===== src/rtl/io_pkg.sv =====
// Shared types and defaults for the io_port peripheral.
package io_pkg;

  localparam int WORD_W        = 64;
  localparam int DEFAULT_DEPTH = 8;

  // Output-side drain FSM: PRESENT means a word is being offered to the host.
  typedef enum logic {
    IDLE    = 1'b0,
    PRESENT = 1'b1
  } drain_state_t;

endpackage


===== src/rtl/sync_fifo.sv =====
// Single-clock FIFO with a combinational head word (0 when empty).
// A push while full is taken only if a pop happens in the same cycle.
// DEPTH must be a power of two, minimum 2.
module sync_fifo #(
  parameter int WIDTH = 64,
  parameter int DEPTH = 8
) (
  input  logic                     clk,
  input  logic                     reset,
  input  logic                     push,
  input  logic [WIDTH-1:0]         push_data,
  input  logic                     pop,
  output logic [WIDTH-1:0]         head,
  output logic                     empty,
  output logic                     full,
  output logic [$clog2(DEPTH):0]   count
);

  localparam int PW = $clog2(DEPTH);

  logic [WIDTH-1:0] mem_q [DEPTH];
  logic [PW-1:0]    rd_ptr_q, rd_ptr_d;
  logic [PW-1:0]    wr_ptr_q, wr_ptr_d;
  logic [PW:0]      count_q, count_d;
  logic             do_push, do_pop;

  function automatic logic [PW-1:0] ptr_inc(input logic [PW-1:0] p);
    return (p == PW'(DEPTH - 1)) ? '0 : p + 1'b1;
  endfunction

  assign empty   = (count_q == '0);
  assign full    = (count_q == (PW + 1)'(DEPTH));
  assign do_pop  = pop && !empty;
  assign do_push = push && (!full || do_pop);
  assign count   = count_q;
  assign head    = empty ? '0 : mem_q[rd_ptr_q];

  // Next pointer and occupancy values.
  always_comb begin
    rd_ptr_d = rd_ptr_q;
    wr_ptr_d = wr_ptr_q;
    count_d  = count_q + (PW + 1)'(do_push) - (PW + 1)'(do_pop);
    if (do_pop)  rd_ptr_d = ptr_inc(rd_ptr_q);
    if (do_push) wr_ptr_d = ptr_inc(wr_ptr_q);
  end

  // Pointer and count registers.
  always_ff @(posedge clk or negedge reset) begin
    if (!reset) begin
      rd_ptr_q <= '0;
      wr_ptr_q <= '0;
      count_q  <= '0;
    end else begin
      rd_ptr_q <= rd_ptr_d;
      wr_ptr_q <= wr_ptr_d;
      count_q  <= count_d;
    end
  end

  // Storage array; contents are don't-care until written, head masks empty.
  always_ff @(posedge clk) begin
    if (do_push) mem_q[wr_ptr_q] <= push_data;
  end

endmodule


===== src/rtl/io_port.sv =====
// CPU-side I/O port: input FIFO filled by the host and read by the CPU,
// output FIFO written by the CPU and drained by the host over valid/ready.
// Build option: IO_PORT_LOOPBACK_EN routes CPU writes into the input FIFO
// and disables both host-side streams.
//
//   state   | meaning
//   IDLE    | output FIFO empty, nothing offered to the host
//   PRESENT | head word of output FIFO offered on host_out_*
module io_port
  import io_pkg::*;
#(
  parameter int WIDTH = WORD_W,
  parameter int DEPTH = DEFAULT_DEPTH
) (
  input  logic             clk,
  input  logic             reset,
  input  logic             in_signal,
  output logic [WIDTH-1:0] in_data,
  output logic             in_avail,
  input  logic             out_signal,
  input  logic [WIDTH-1:0] out_data,
  input  logic             host_in_valid,
  input  logic [WIDTH-1:0] host_in_data,
  output logic             host_in_ready,
  output logic             host_out_valid,
  output logic [WIDTH-1:0] host_out_data,
  input  logic             host_out_ready,
  input  logic             err_clear,
  output logic             overflow,
  output logic             underflow
);

  localparam int CW = $clog2(DEPTH) + 1;

  logic             in_push, in_pop, in_empty, in_full;
  logic [WIDTH-1:0] in_push_data, in_head;
  logic [CW-1:0]    in_count_unused;

  logic             out_push, out_pop, out_empty_unused, out_full;
  logic [WIDTH-1:0] out_head;
  logic [CW-1:0]    out_count;

  drain_state_t     state_q, state_d;
  logic             overflow_q, overflow_d;
  logic             underflow_q, underflow_d;
  logic             ovf_evt, udf_evt;

`ifdef IO_PORT_LOOPBACK_EN
  logic unused_lb;
  assign unused_lb = ^{host_in_valid, host_in_data, host_out_ready, out_full};
`endif

  sync_fifo #(.WIDTH(WIDTH), .DEPTH(DEPTH)) u_in_fifo (
    .clk       (clk),
    .reset     (reset),
    .push      (in_push),
    .push_data (in_push_data),
    .pop       (in_pop),
    .head      (in_head),
    .empty     (in_empty),
    .full      (in_full),
    .count     (in_count_unused)
  );

  sync_fifo #(.WIDTH(WIDTH), .DEPTH(DEPTH)) u_out_fifo (
    .clk       (clk),
    .reset     (reset),
    .push      (out_push),
    .push_data (out_data),
    .pop       (out_pop),
    .head      (out_head),
    .empty     (out_empty_unused),
    .full      (out_full),
    .count     (out_count)
  );

  assign in_data       = in_head;
  assign in_avail      = !in_empty;
  assign host_out_data = out_head;
  assign overflow      = overflow_q;
  assign underflow     = underflow_q;

  // Steer CPU/host traffic onto the two FIFOs and detect error events.
  always_comb begin
    in_pop  = in_signal && !in_empty;
    udf_evt = in_signal && in_empty;
`ifdef IO_PORT_LOOPBACK_EN
    host_in_ready  = 1'b0;
    host_out_valid = 1'b0;
    in_push        = out_signal;
    in_push_data   = out_data;
    out_push       = 1'b0;
    out_pop        = 1'b0;
    // A write into a full FIFO survives only if the CPU reads in the same cycle.
    ovf_evt        = out_signal && in_full && !in_pop;
`else
    host_in_ready  = !in_full;
    host_out_valid = (state_q == PRESENT);
    in_push        = host_in_valid && !in_full;
    in_push_data   = host_in_data;
    out_push       = out_signal;
    out_pop        = host_out_valid && host_out_ready;
    ovf_evt        = out_signal && out_full && !out_pop;
`endif
  end

  // Drain FSM next state.
  always_comb begin
    state_d = state_q;
    case (state_q)
      IDLE:    if (out_count != '0) state_d = PRESENT;
      PRESENT: if (out_pop && (out_count == CW'(1)) && !out_push) state_d = IDLE;
      default: state_d = IDLE;
    endcase
  end

  // Sticky error flags; a new event wins over a simultaneous clear.
  always_comb begin
    overflow_d  = (overflow_q && !err_clear) || ovf_evt;
    underflow_d = (underflow_q && !err_clear) || udf_evt;
  end

  // State and flag registers.
  always_ff @(posedge clk or negedge reset) begin
    if (!reset) begin
      state_q     <= IDLE;
      overflow_q  <= 1'b0;
      underflow_q <= 1'b0;
    end else begin
      state_q     <= state_d;
      overflow_q  <= overflow_d;
      underflow_q <= underflow_d;
    end
  end

endmodule

===== config.mk =====
export PLATFORM = sky130hd
export DESIGN_NAME = io_port
export DESIGN_NICKNAME = d
export VERILOG_FILES = /design/src/rtl/io_pkg.sv /design/src/rtl/sync_fifo.sv /design/src/rtl/io_port.sv
export SDC_FILE = /design/constraint.sdc
export NUM_CORES = 1
export LEC_CHECK = 0
export CAP_MARGIN = 20
export CORE_MARGIN = 5
export CORE_UTILIZATION = 60
export DETAILED_ROUTE_END_ITERATION = 10
export PLACE_DENSITY = 0.84
export SYNTH_ARGS = -nofsm -noshare
export SYNTH_HDL_FRONTEND = slang
export SYNTH_SLANG_ARGS = --single-unit

===== constraint.sdc =====
create_clock -name clk -period 23.6 [get_ports clk]
set_input_delay 4.72 -clock clk [delete_from_list [all_inputs] [get_ports clk]]
set_output_delay 4.72 -clock clk [all_outputs]
set_load 0.02 [all_outputs]

# Word-level counts from Yosys, hierarchy flattened
# Memory sizes are Yosys's and may differ from the RTL's.
# Index checks and enable logic that the tools add are counted.
[classes]
n_addsub = 8
eq_ne = 7
n_mux = 13
bitwise_logic = 1
n_reduce_logical = 28
[ops]
columns = ["cell", "count"]
rows = [
  ["$mux W64", 2],
  ["$logic_and A1 B1 Y1", 14],
  ["$add A3 B1 Y3 const B", 4],
  ["$eq A3 B3 Y1 const B", 4],
  ["$mux W3", 4],
  ["$add A4 B1 Y4", 2],
  ["$eq A4 B4 Y1 const B", 2],
  ["$logic_not A4 Y1", 2],
  ["$sub A4 B1 Y4", 2],
  ["$logic_not A1 Y1", 7],
  ["$mux W1", 6],
  ["$eq A4 B1 Y1 const B", 1],
  ["$logic_or A1 B1 Y1", 4],
  ["$reduce_bool A4 Y1", 1],
  ["$pmux W1 S2", 1],
  ["$not A1 Y1", 1],
]
[totals]
regBits = 23
ramBits = 1024
inputBits = 135
output_inout_bits = 133
elab_cells = 68
memories = 2
[mem_list]
columns = ["name", "depth", "width", "rd", "rd_clocked_by_memory_dff", "wr", "line_no", "rtl"]
rows = [
  ["u_in_fifo.mem_q", 8, 64, 1, 0, 1, "sync_fifo.sv:21", "logic [WIDTH-1:0] mem_q [DEPTH];"],
  ["u_out_fifo.mem_q", 8, 64, 1, 0, 1, "sync_fifo.sv:21", ""],
]

# Logic depth before layout (Yosys ltp)
[logic_depth]
ltp_word = 8
depth_mapped = 12

# Modules after synthesis
# From an unflattened synthesis, not the netlist that was laid out.
[unflattened]
cells_unflattened = 1635
area_unflattened_um2 = 39585.5
[modules_own_cells]
columns = ["mod", "n_inst", "cells_per_inst", "area_each_um2"]
rows = [
  ["sync_fifo (u_in_fifo)", 1, 810, 19717.7],
  ["sync_fifo (u_out_fifo)", 1, 809, 19711.4],
  ["io_port", 1, 16, 156.4],
]

# Least setup slack after synthesis
# No wires, ideal clock.
[synth_timing]
path_type = "in2reg"
from = "input host_in_valid"
to = "memory u_in_fifo.mem_q[0][0], enable pin"
setup_ns = 0.644
t_arrival_ns = 10.963
required_time_ns = 22.956
setup_slack_ns = 11.993
path_stages = 2
n_path_buf = 0
cell_sequence = "nand2_1 -> nor4_1"
[synth_via]
elab_chain_cells = 4
[synth_lines]
columns = ["element", "line_no", "rtl"]
rows = [
  ["start, declared", "io_port.sv:22", "input logic host_in_valid,"],
  ["$logic_and A1 B1 Y1", "io_port.sv:99", "in_push = host_in_valid && !in_full;"],
  ["$logic_and A1 B1 Y1", "sync_fifo.sv:34", "assign do_push = push && (!full || do_pop);"],
  ["$mux W1", "sync_fifo.sv:62", "if (do_push) mem_q[wr_ptr_q] <= push_data;"],
  ["$mux W1 (implied by the code)", "sync_fifo.sv:62", ""],
  ["end, declared", "sync_fifo.sv:21", ""],
]
# Every way passes these cells.

# Worst setup path in the final report
[layout_timing]
from = "register u_out_fifo.rd_ptr_q[0]"
to = "output host_out_data[52]"
[layout_via]
elab_chain_cells = 2
[layout_lines]
columns = ["element", "line_no", "rtl"]
rows = [
  ["start, declared", "sync_fifo.sv:22", "logic [PW-1:0] rd_ptr_q, rd_ptr_d;"],
  ["start signal, assigned", "sync_fifo.sv:54", "rd_ptr_q <= rd_ptr_d;"],
  ["$mem_v2 Z8 W64", "n/a", ""],
  ["$mux W64", "sync_fifo.sv:36", "assign head = empty ? '0 : mem_q[rd_ptr_q];"],
  ["end, declared", "io_port.sv:26", "output logic [WIDTH-1:0] host_out_data,"],
]
# Every way passes these cells.

==> impl_results.md <==
* Initial antenna violation count at 10
* Sequential fraction of the synthesis area at 0.7927
* Power per cell area at 133.6 mW/mm^2
* Syn nets at 1785
* Post-synth top area share at 0.7781
* Syn_area_per_cell at about 24 sq um
* Hold depth at 2
* Top FF cell, synth: edfxtp_1
* Post-DP Area at 0.04316 sq mm
* Crit start category: flop
* Detail Route Antenna Nets at 0
* Worst IR Drop VDD at 124.0 uV
* Vias per inst at 6.378
* Reg2reg path depth at 6
* Library cells used by synthesis at 37
* R2R Path End: u_in_fifo.mem_q[6][36]
* Crit end category: output pin
* Initial DRT Pass Iterations at 5
* Total CTS buffers at 100
* Hold endpoint: underflow
* CTS tree: done
* Wire per inst at approximately 30 microns
* Worst reg2reg path startpoint: u_in_fifo.count[2]
* First-pass GRT wire length at around 130000 microns
* Clock Latency Late Sink at 0.64 ns
* HPWL after detailed placement at between 40000 and 50000 microns
* Worst-path clk slew at approximately 0.06 ns
* Final net count at ~2100
* I/O Buffers at 267
* Share of cells above drive strength 1 at 0.2318
* Die W at 266.6 microns
* Cts hold-fix bufs at 0
* Synth top area cells: edfxtp_1, mux4_2, a22o_1
* Global route overflow at 0
* Synth Cell Area at 0.03952 sq mm
* Initial DRC count at 1913
* Skew final at ~0.025 ns
* Clock buffer depth at 3
* Io pins at 268
* Status: finished, final reports clean
* Worst hold start: underflow
* Leakage dissipation at 14.96 nW
* GPL Wtd Cong at around 0.72
* RSZ-0062 raised after global routing: no
* Fmax at 111.3 MHz
* H-tree levels at 3
* Number of flops mapped to enable cells by yosys at 1024
* Max cap viols at 0
* Post-CTS setup buffers at 0
* Starting Density at 0.6033
* CP Max Fanout at 29
* Critical path class: flop to output pin
* Async S/R FF share, synth at 0.02197
* CTS root buf: clkbuf_16
* Final Cycle Share at 0.3806
* Via Count at 18500
* Post-cts gate resize count at 0
* Die Area at just over 0.07 sq mm
* Worst R2R Setup Slack at 20.46 ns
* Relative slew slack at 0.2443
* Die Y at 266.6 microns
* Global Route Usage Sum at 0.2400
* Count leader, synth: edfxtp_1
* Vias in the first global route at 19910
* Worst hold path class: flop to flop
* CP Data Required Time at 18.88 ns
* Minimum clock period at around 9 ns
* Slew of the pin with the lowest slew margin at approximately 1.1 ns
* Most instantiated cells after synthesis: edfxtp_1, mux4_2, a22o_1, clkbuf_1, dfrtp_1
* Synthesized instance count at 1628
* Number of max-slew violations in the final report at 0
* FF+latch count, synth at 1047
* Yosys warnings at 0
* Core area at 0.06551 sq mm
* Clock sink total at 1047
* Final setup viols at 0
* Crit path DAT at about 4.3 ns
* Largest net degree at the start of global routing at 78
* Setup_tns at 0 ns
* Synth area leader: edfxtp_1
* Area grow syn2layout at 17.72%
* Final instance area at 0.04652 sq mm
* Num rows at 94
* Fin. Hold Viols at 0
* Routed WL at approximately 85000 microns
* DRC viols at 0
[how the worst max path moves through the flow]
stage | from | to | depth (start not counted)
6_report | u_out_fifo.rd_ptr_q[0] | host_out_data[52] | 6
5_1_grt | u_out_fifo.rd_ptr_q[0] | host_out_data[15] | 6
4_1_cts | u_out_fifo.rd_ptr_q[0] | host_out_data[46] | 5
3_5_place_dp | u_out_fifo.rd_ptr_q[0] | host_out_data[46] | 5
3_3_place_gp | u_out_fifo.rd_ptr_q[0] | host_out_data[46] | 5
2_1_floorplan | host_in_valid | u_in_fifo.mem_q[0][0] | 2
[final cells by class]
cell class                 count  area, sq um
sequential                  1047        31340
multi-input combinational    479         7784
tap                          864         1081
clock inverter                70        654.4
clock buffer                 119         2616
fill                        3542        18990
inverter                      18        67.56
timing repair buffer         299         2965
antenna                        5        12.51
[sequential cells by signal, indices dropped and copies added (netlist names)]
register and count:
overflow 1, u_out_fifo.rd_ptr_q 3, host_out_valid 1, u_in_fifo.wr_ptr_q 3
u_out_fifo.wr_ptr_q 3, u_out_fifo.count 4, u_in_fifo.rd_ptr_q 3, u_in_fifo.mem_q 512
underflow 1, u_in_fifo.count 4, u_out_fifo.mem_q 512
[metrics by stage]
stage | util | power (mW) | setup WS, ns | hold WS [ns] | instances
2_1_floorplan | - | 3.854 | 11.99 | 0.5066 | 1628
3_3_place_gp | 0.6589 | 4.590 | 14.61 | 0.5208 | 2704
3_5_place_dp | 0.6589 | 4.649 | 14.58 | 0.5356 | 2704
4_1_cts | 0.7088 | 6.261 | 13.86 | 0.5430 | 2893
5_1_grt | 0.7100 | 6.480 | 14.23 | 0.5765 | 2897
6_report | 0.7101 | 6.217 | 14.62 | 0.5380 | 2901
[layout by cell type (no fill, tap or decap), types with 3 or more instances in the layout]
cell type	n
nor2_1	5
a22o_1	128
clkinv_4	5
mux4_2	256
ha_1	20
clkinv_2	18
clkinv_1	24
mux2_1	6
clkinv_8	3
clkdlybuf4s50_1	267
clkbuf_1	17
nor3_2	6
edfxtp_1	1024
nor2_4	11
clkbuf_16	102
clkinvlp_4	7
mux2_2	6
xor2_1	4
diode_2	5
nand2b_1	3
buf_4	29
bufinv_16	10
inv_1	17
dfrtp_1	19
dfrtp_4	4
nand3_1	3
nand2_1	7
[power breakdown]
part | internal, mW | leakage, nW | switching [mW]
Clock | 0.905 | 1.58 | 0.675
Sequential | 2.35 | 9.56 | 0.158
Combinational | 1.01 | 3.82 | 1.12
[critical path: stages, from the launching register on]
cell and delay, ns:
dfrtp_4 0.77, buf_12 0.32, buf_4 0.46, buf_4 0.57
mux4_2 0.59, a22o_1 0.21, clkdlybuf4s50_1 0.63
[layer usage]
| metal | routed length, microns | GRT usage | vias to the layer above |
|---|---|---|---|
| met5 | 61 | 0 | - |
| met4 | 1855 | 0.06132 | 10 |
| met3 | 7703 | 0.06370 | 142 |
| met2 | 44450 | 0.4118 | 900 |
| met1 | 31020 | 0.3126 | 9765 |
| li1 | - | - | 7687 |
[logic make-up after synthesis]
logic type	count (synthesis)	share of synthesized area
DFF	1047	0.7927
muxes	268	0.1493
AOI/OAI and AO/OA	138	0.02998
buffers and inverters	102	0.01365
and+or+nand+nor	47	0.006174
adders and majority gates	22	0.007345
xor gates and xnor gates	4	0.0008864
Note: power is estimated with default switching activity, not from simulation.
